$ cat config.mk
export PLATFORM = sky130hd
export DESIGN_NAME = axi_lite_intr_responder
export DESIGN_NICKNAME = d
export VERILOG_FILES = /design/src/rtl/axi_lite_intr_responder.sv
export SDC_FILE = /design/constraint.sdc
export NUM_CORES = 1
export LEC_CHECK = 0
export CAP_MARGIN = 20
export CORE_UTILIZATION = 45
export CTS_BUF_LIST = sky130_fd_sc_hd__clkbuf_4 sky130_fd_sc_hd__clkbuf_8 sky130_fd_sc_hd__clkbuf_16
export CTS_CLUSTER_DIAMETER = 100
export DETAILED_ROUTE_END_ITERATION = 6
export DONT_BUFFER_PORTS = 1
export PLACE_DENSITY = 0.64
export SKIP_CTS_REPAIR_TIMING = 1
export SLEW_MARGIN = 20
export SYNTH_ARGS = -nofsm -noshare
export SYNTH_HDL_FRONTEND = slang
export SYNTH_SLANG_ARGS = --single-unit
$ cat constraint.sdc
create_clock -name ACLK -period 2.3 [get_ports ACLK]
set_input_delay 0.345 -clock ACLK [delete_from_list [all_inputs] [get_ports ACLK]]
set_output_delay 0.345 -clock ACLK [all_outputs]
set_load 0.03 [all_outputs]
$ cat src/rtl/axi_lite_intr_responder.sv
// AXI4-Lite slave holding the interrupt register file (GIE, IER, ISR, IAR, IPR)
// and driving a single registered irq line from N synchronous interrupt sources.
module axi_lite_intr_responder #(
    parameter int          C_NUM_INTR         = 4,
    parameter int          C_ADDR_WIDTH       = 5,
    parameter int          C_DATA_WIDTH       = 32,
    parameter logic [31:0] C_INTR_SENSITIVITY = 32'hFFFF_FFFF,
    parameter logic        C_IRQ_ACTIVE_STATE = 1'b1
) (
    input  logic                    ACLK,
    input  logic                    ARESETN,
    input  logic [C_ADDR_WIDTH-1:0] S_AXI_AWADDR,
    input  logic [2:0]              S_AXI_AWPROT,
    input  logic                    S_AXI_AWVALID,
    output logic                    S_AXI_AWREADY,
    input  logic [31:0]             S_AXI_WDATA,
    input  logic [3:0]              S_AXI_WSTRB,
    input  logic                    S_AXI_WVALID,
    output logic                    S_AXI_WREADY,
    output logic [1:0]              S_AXI_BRESP,
    output logic                    S_AXI_BVALID,
    input  logic                    S_AXI_BREADY,
    input  logic [C_ADDR_WIDTH-1:0] S_AXI_ARADDR,
    input  logic [2:0]              S_AXI_ARPROT,
    input  logic                    S_AXI_ARVALID,
    output logic                    S_AXI_ARREADY,
    output logic [31:0]             S_AXI_RDATA,
    output logic [1:0]              S_AXI_RRESP,
    output logic                    S_AXI_RVALID,
    input  logic                    S_AXI_RREADY,
    input  logic [C_NUM_INTR-1:0]   intr_src,
    output logic                    irq
);

    localparam logic [1:0] WR_IDLE   = 2'd0;
    localparam logic [1:0] WR_ACCEPT = 2'd1;
    localparam logic [1:0] WR_RESP   = 2'd2;

    localparam logic [1:0] RD_IDLE   = 2'd0;
    localparam logic [1:0] RD_ACCEPT = 2'd1;
    localparam logic [1:0] RD_DATA   = 2'd2;

    localparam logic [1:0] RESP_OKAY   = 2'b00;
    localparam logic [1:0] RESP_SLVERR = 2'b10;

    localparam logic [C_NUM_INTR-1:0] EDGE_SENS = C_INTR_SENSITIVITY[C_NUM_INTR-1:0];

    logic [1:0]            wr_state_q, wr_state_d;
    logic [1:0]            rd_state_q, rd_state_d;
    logic [1:0]            bresp_q, bresp_d;
    logic [1:0]            rresp_q, rresp_d;
    logic [31:0]           rdata_q, rdata_d;
    logic                  gie_q, gie_d;
    logic [C_NUM_INTR-1:0] ier_q, ier_d;
    logic [C_NUM_INTR-1:0] isr_q, isr_d;
    logic [C_NUM_INTR-1:0] src_prev_q;
    logic                  irq_q, irq_d;

    logic [2:0]            wr_idx, rd_idx;
    logic                  wr_fire, rd_fire;
    logic [C_NUM_INTR-1:0] wdata_n, wmask_n;
    logic [C_NUM_INTR-1:0] iar_clr, isr_set;
    logic [31:0]           rd_value;
    logic                  unused_inputs;

    assign wr_idx  = S_AXI_AWADDR[4:2];
    assign rd_idx  = S_AXI_ARADDR[4:2];
    assign wdata_n = S_AXI_WDATA[C_NUM_INTR-1:0];

    // Handshake completes in the cycle the ready pulse is high.
    assign wr_fire = (wr_state_q == WR_ACCEPT) && S_AXI_AWVALID && S_AXI_WVALID;
    assign rd_fire = (rd_state_q == RD_ACCEPT) && S_AXI_ARVALID;

    assign unused_inputs = ^{S_AXI_AWPROT, S_AXI_ARPROT, S_AXI_AWADDR, S_AXI_ARADDR,
                             S_AXI_WDATA, S_AXI_WSTRB};

    always_comb begin
        for (int i = 0; i < C_NUM_INTR; i++) begin
            wmask_n[i] = S_AXI_WSTRB[i / 8];
        end
    end

    // NOTE: every variable assigned in always_comb gets a default first so no latch is inferred.
    always_comb begin
        wr_state_d = wr_state_q;
        case (wr_state_q)
            WR_IDLE:   if (S_AXI_AWVALID && S_AXI_WVALID) wr_state_d = WR_ACCEPT;
            WR_ACCEPT: wr_state_d = wr_fire ? WR_RESP : WR_IDLE;
            WR_RESP:   if (S_AXI_BREADY) wr_state_d = WR_IDLE;
            default:   wr_state_d = WR_IDLE;
        endcase
    end

    always_comb begin
        rd_state_d = rd_state_q;
        case (rd_state_q)
            RD_IDLE:   if (S_AXI_ARVALID) rd_state_d = RD_ACCEPT;
            RD_ACCEPT: rd_state_d = rd_fire ? RD_DATA : RD_IDLE;
            RD_DATA:   if (S_AXI_RREADY) rd_state_d = RD_IDLE;
            default:   rd_state_d = RD_IDLE;
        endcase
    end

    always_comb begin
        gie_d   = gie_q;
        ier_d   = ier_q;
        iar_clr = '0;
        bresp_d = bresp_q;
        if (wr_fire) begin
            bresp_d = (wr_idx > 3'd4) ? RESP_SLVERR : RESP_OKAY;
            case (wr_idx)
                3'd0:    if (S_AXI_WSTRB[0]) gie_d = S_AXI_WDATA[0];
                3'd1:    ier_d = (ier_q & ~wmask_n) | (wdata_n & wmask_n);
                3'd3:    iar_clr = wdata_n & wmask_n;
                default: ;
            endcase
        end
    end

    // A set in the same cycle as an acknowledge wins, so no event is lost.
    assign isr_set = intr_src & ((EDGE_SENS & ~src_prev_q) | ~EDGE_SENS);
    assign isr_d   = (isr_q & ~iar_clr) | isr_set;
    assign irq_d   = (gie_q && |(isr_q & ier_q)) ? C_IRQ_ACTIVE_STATE : ~C_IRQ_ACTIVE_STATE;

    always_comb begin
        rd_value = '0;
        case (rd_idx)
            3'd0:    rd_value[0] = gie_q;
            3'd1:    rd_value[C_NUM_INTR-1:0] = ier_q;
            3'd2:    rd_value[C_NUM_INTR-1:0] = isr_q;
            3'd4:    rd_value[C_NUM_INTR-1:0] = isr_q & ier_q;
            default: rd_value = '0;
        endcase
    end

    // Read data is captured from pre-update state, so a concurrent write is not visible yet.
    assign rdata_d = rd_fire ? rd_value : rdata_q;
    assign rresp_d = rd_fire ? ((rd_idx > 3'd4) ? RESP_SLVERR : RESP_OKAY) : rresp_q;

    // NOTE: sequential state uses non-blocking assignments so all registers update together.
    always_ff @(posedge ACLK) begin
        if (!ARESETN) begin
            wr_state_q <= WR_IDLE;
            rd_state_q <= RD_IDLE;
            bresp_q    <= RESP_OKAY;
            rresp_q    <= RESP_OKAY;
            rdata_q    <= '0;
            gie_q      <= 1'b0;
            ier_q      <= '0;
            isr_q      <= '0;
            src_prev_q <= '0;
            irq_q      <= ~C_IRQ_ACTIVE_STATE;
        end else begin
            wr_state_q <= wr_state_d;
            rd_state_q <= rd_state_d;
            bresp_q    <= bresp_d;
            rresp_q    <= rresp_d;
            rdata_q    <= rdata_d;
            gie_q      <= gie_d;
            ier_q      <= ier_d;
            isr_q      <= isr_d;
            src_prev_q <= intr_src;
            irq_q      <= irq_d;
        end
    end

    assign S_AXI_AWREADY = (wr_state_q == WR_ACCEPT);
    assign S_AXI_WREADY  = (wr_state_q == WR_ACCEPT);
    assign S_AXI_BVALID  = (wr_state_q == WR_RESP);
    assign S_AXI_BRESP   = bresp_q;
    assign S_AXI_ARREADY = (rd_state_q == RD_ACCEPT);
    assign S_AXI_RVALID  = (rd_state_q == RD_DATA);
    assign S_AXI_RDATA   = rdata_q;
    assign S_AXI_RRESP   = rresp_q;
    assign irq           = irq_q;

endmodule

==> flow_summary_export.csv <==
group,metric,value,unit
drt,viasPerCell,5.07,
logic_synthesis,yosys_register_bits,24,
worst_setup_path,r2r_cells,3,
logic_synthesis,synth_most_common_cell,"buf_4",
clock_network,cts_max_level,1,
worst_setup_path,critPathKind,"reg -> out",
worst_setup_path,r2r_start,"wr_state_q[0]",
drt,wl_per_cell,12.2,um
sta,slew_headroom,0.568,
sta,finalHoldViolations,0,
logic_synthesis,yosysTopAreaCell,"dfxtp_1",
power_and_ir_drop,switching_share,0.267,
sta,skew,0.00738,ns
worst_setup_path,cp_top_family,"simple AND/OR/NAND/NOR gates",
worst_setup_path,cp_data_required_time,1.96,ns
power_and_ir_drop,internal_power,632,uW
worst_setup_path,crit_path_start_kind,"register",
power_and_ir_drop,p_leak,0.539,nW
floorplanning,core_area,2810,um^2
place,gp_congestion,0.791,
power_and_ir_drop,comb_power_share,0.134,
clock_network,clk_latency,0.32,ns
drt,drt-initial-drc-count,31,
floorplanning,start_util,0.486,
sta,final_max_slew_viol_count,0,
worst_setup_path,cp_cell_sequence,"nor2b_1",
run_status,violations,"DRC",
worst_setup_path,cp_num_buf_inv,0,
worst_setup_path,crit_start,"rd_state_q[1]",
clock_network,cts.clk_slew.worst_paths,0.13,ns
run,maxCapViolCount,0,
floorplanning,dieWidth,57.0,um
sta,rsz0062_at_grt,"no",
logic_synthesis,synth_warnings,0,
logic_synthesis,synthArstFlopShare,0,
clock_network,cts-root-buf,"clkbuf_4",
floorplanning,die_h,57.0,um
sta,fin_crit_sh,0.700,
clock_network,clockBufferDepth,2,
drt,dr.max_layer_used,"met4",
worst_setup_path,end_kind,"output pin",
floorplanning,ios,105,
drt,via_count,938,
worst_setup_path,crit_arrival,1.27,ns
place,hpwl,1730,um
power_and_ir_drop,clockPowerShare,0.352,
grt,grt_usage,0.145,
finish,fillerInstances,285,
place,numPortBuffers,0,
logic_synthesis,synth_cell_types,32,
finish,antenna_cells,0,
grt,grt_pass1_vias,869,
grt,overflow,0,
finish,multiInputGateArea,733,um^2
logic_synthesis,synth_area_leaders,"dfxtp_1 (35%), buf_4 (17%), nor2b_1 (8.3%)",
drt,wl_met3,215,um
worst_setup_path,r2r-end,"isr_q[0]",
sta,hold_slack,0.134,ns
finish,fin_nets,218,
worst_setup_path,rrSetupSlack,0.89,ns
clock_network,cts_tree,"done",
logic_synthesis,syn_avg_cell_area,8.79,um^2
drt,antenna_left,0,
finish,fin_area,1320,um^2
floorplanning,die-area,3250,um^2
worst_setup_path,cpMaxStageDelayCell,"nor2b_1",
finish,drive_gt1_frac,0.0584,
drt,dr.pass1.iters,6,
logic_synthesis,synth_edf_count,0,
worst_hold_path,min_from,"intr_src[1]",
power_and_ir_drop,p_sw,230,uW
grt,antenna_found_initial,0,
drt,finalWirelength,2250,um
logic_synthesis,ys_seq_area_frac,0.353,
clock_network,clock-sinks,24,
finish,seq_area,480,um^2
worst_setup_path,max_stage_delay,0.56,ns
drt,met1_length,883,um
floorplanning,row_count,19,
worst_setup_path,cp_max_fo,5,
sta,worst_pin_slew,0.647,ns
drt,met2_length,1110,um
worst_hold_path,hold_depth,1,
logic_synthesis,syn_area,1360,um^2
power_and_ir_drop,pwr_density_cell,652,nW/um^2
power_and_ir_drop,seqPwrFrac,0.513,
worst_hold_path,worstHoldEndpoint,"src_prev_q[1]",
logic_synthesis,netlist_instances,155,
sta,period_minus_slack,1.61,ns
logic_synthesis,post-synth-top-area-fraction,0.353,
grt,grt_max_degree,25,
power_and_ir_drop,peakVddDrop,0.352,mV
run_status,status,"complete, but fails checks",
logic_synthesis,synthTopCellsByCount,"buf_4 (31), dfxtp_1 (24), nor2b_1 (18), a21oi_1 (12), o21ai_0 (10)",
logic_synthesis,synth_top_flop_cell,"dfxtp_1",
sta,setup_viol,0,
place,place_area,1270,um^2
sta,fmax,0.621,GHz
worst_hold_path,hp-class,"in -> reg",
sta,fin_tns_setup,0,ns
finish,area_delta_synth_final,-2.85,%
grt,grt_pass1_wl,3600,um
clock_network,numCtsBuffers,3,
drt,route.detailed.drc,19,
==> area by class of cell <==
class                      instances  area share
clock inverter                     1      0.0227
multi-input combinational        123       0.554
inverter                           1     0.00284
timing repair buffer               2      0.0113
clock buffer                       3      0.0170
sequential                        24       0.363
tap                               31      0.0293
==> power by group through the flow <==
stage | Sequential [mW] | Combinational (mW) | Clock [mW]
global route | 0.445 | 0.123 | 0.338
CTS | 0.443 | 0.115 | 0.317
global placement | 0.451 | 0.113 | 0
floorplan | 0.449 | 0.158 | 0
detailed placement | 0.452 | 0.115 | 0
finish | 0.443 | 0.116 | 0.304
==> routing by layer <==
layer,track usage,vias up
met1,0.139,423
met3,0.0726,6
li1,-,463
met2,0.261,46
met4,0.0627,0
met5,0,-
==> placed cells by master (no fill, tap or decap), drive strengths merged <==
| cell | synthesis | final |
|---|---|---|
| conb | 1 | 30 |
| dfxtp | 24 | 24 |
| nor2b | 18 | 18 |
| a21oi | 12 | 12 |
| o21ai | 10 | 10 |
| nand2b | 7 | 7 |
| nand2 | 6 | 6 |
| mux2i | 5 | 5 |
| a21boi | 5 | 5 |
| nand3b | 5 | 5 |
| and2 | 4 | 4 |
| nor2 | 3 | 3 |
| and3 | 3 | 3 |
| clkbuf | 4 | 3 |
| a22oi | 2 | 2 |
| buf | 32 | 2 |
| nand4b | 2 | 2 |
| nor4 | 2 | 2 |
| and2b | 1 | 1 |
| inv | 1 | 1 |
| nor3 | 1 | 1 |
| and3b | 1 | 1 |
| o21a | 1 | 1 |
| xor2 | 1 | 1 |
| o211a | 1 | 1 |
| mux2 | 1 | 1 |
| o211ai | 1 | 1 |
| nor4bb | 1 | 1 |
| bufinv | 0 | 1 |
==> worst max path at each step <==
stage	cells past startpoint	slack, ns	to
global placement	3	0.93	isr_q[2]
finish	1	0.69	S_AXI_RVALID
global route	1	0.60	S_AXI_RVALID
CTS	1	0.68	S_AXI_RVALID
floorplan	2	0.79	S_AXI_WREADY
detailed placement	3	0.83	isr_q[3]
==> logic make-up (layout without fill, tap and decap cells) <==
group / Yosys count / count (layout) / synth area share
buffers and inverters: 37 / 7 / 0.189
AND/OR/NAND/NOR: 54 / 54 / 0.266
flip-flops: 24 / 24 / 0.353
other: 1 / 30 / 0.00275
XOR/XNOR: 1 / 1 / 0.00643
AO/OA/AOI/OAI: 32 / 32 / 0.138
multiplexers: 6 / 6 / 0.0450
==> metrics by stage <==
step | worst slack, ns | util | power [mW] | std cells
2_1_floorplan | 0.794 | - | 0.606 | 184
3_3_place_gp | 0.930 | 0.453 | 0.564 | 181
3_5_place_dp | 0.828 | 0.453 | 0.567 | 181
4_1_cts | 0.675 | 0.472 | 0.875 | 185
5_1_grt | 0.602 | 0.472 | 0.906 | 185
6_report | 0.689 | 0.472 | 0.863 | 185
Power figures use the tool's default switching activity.
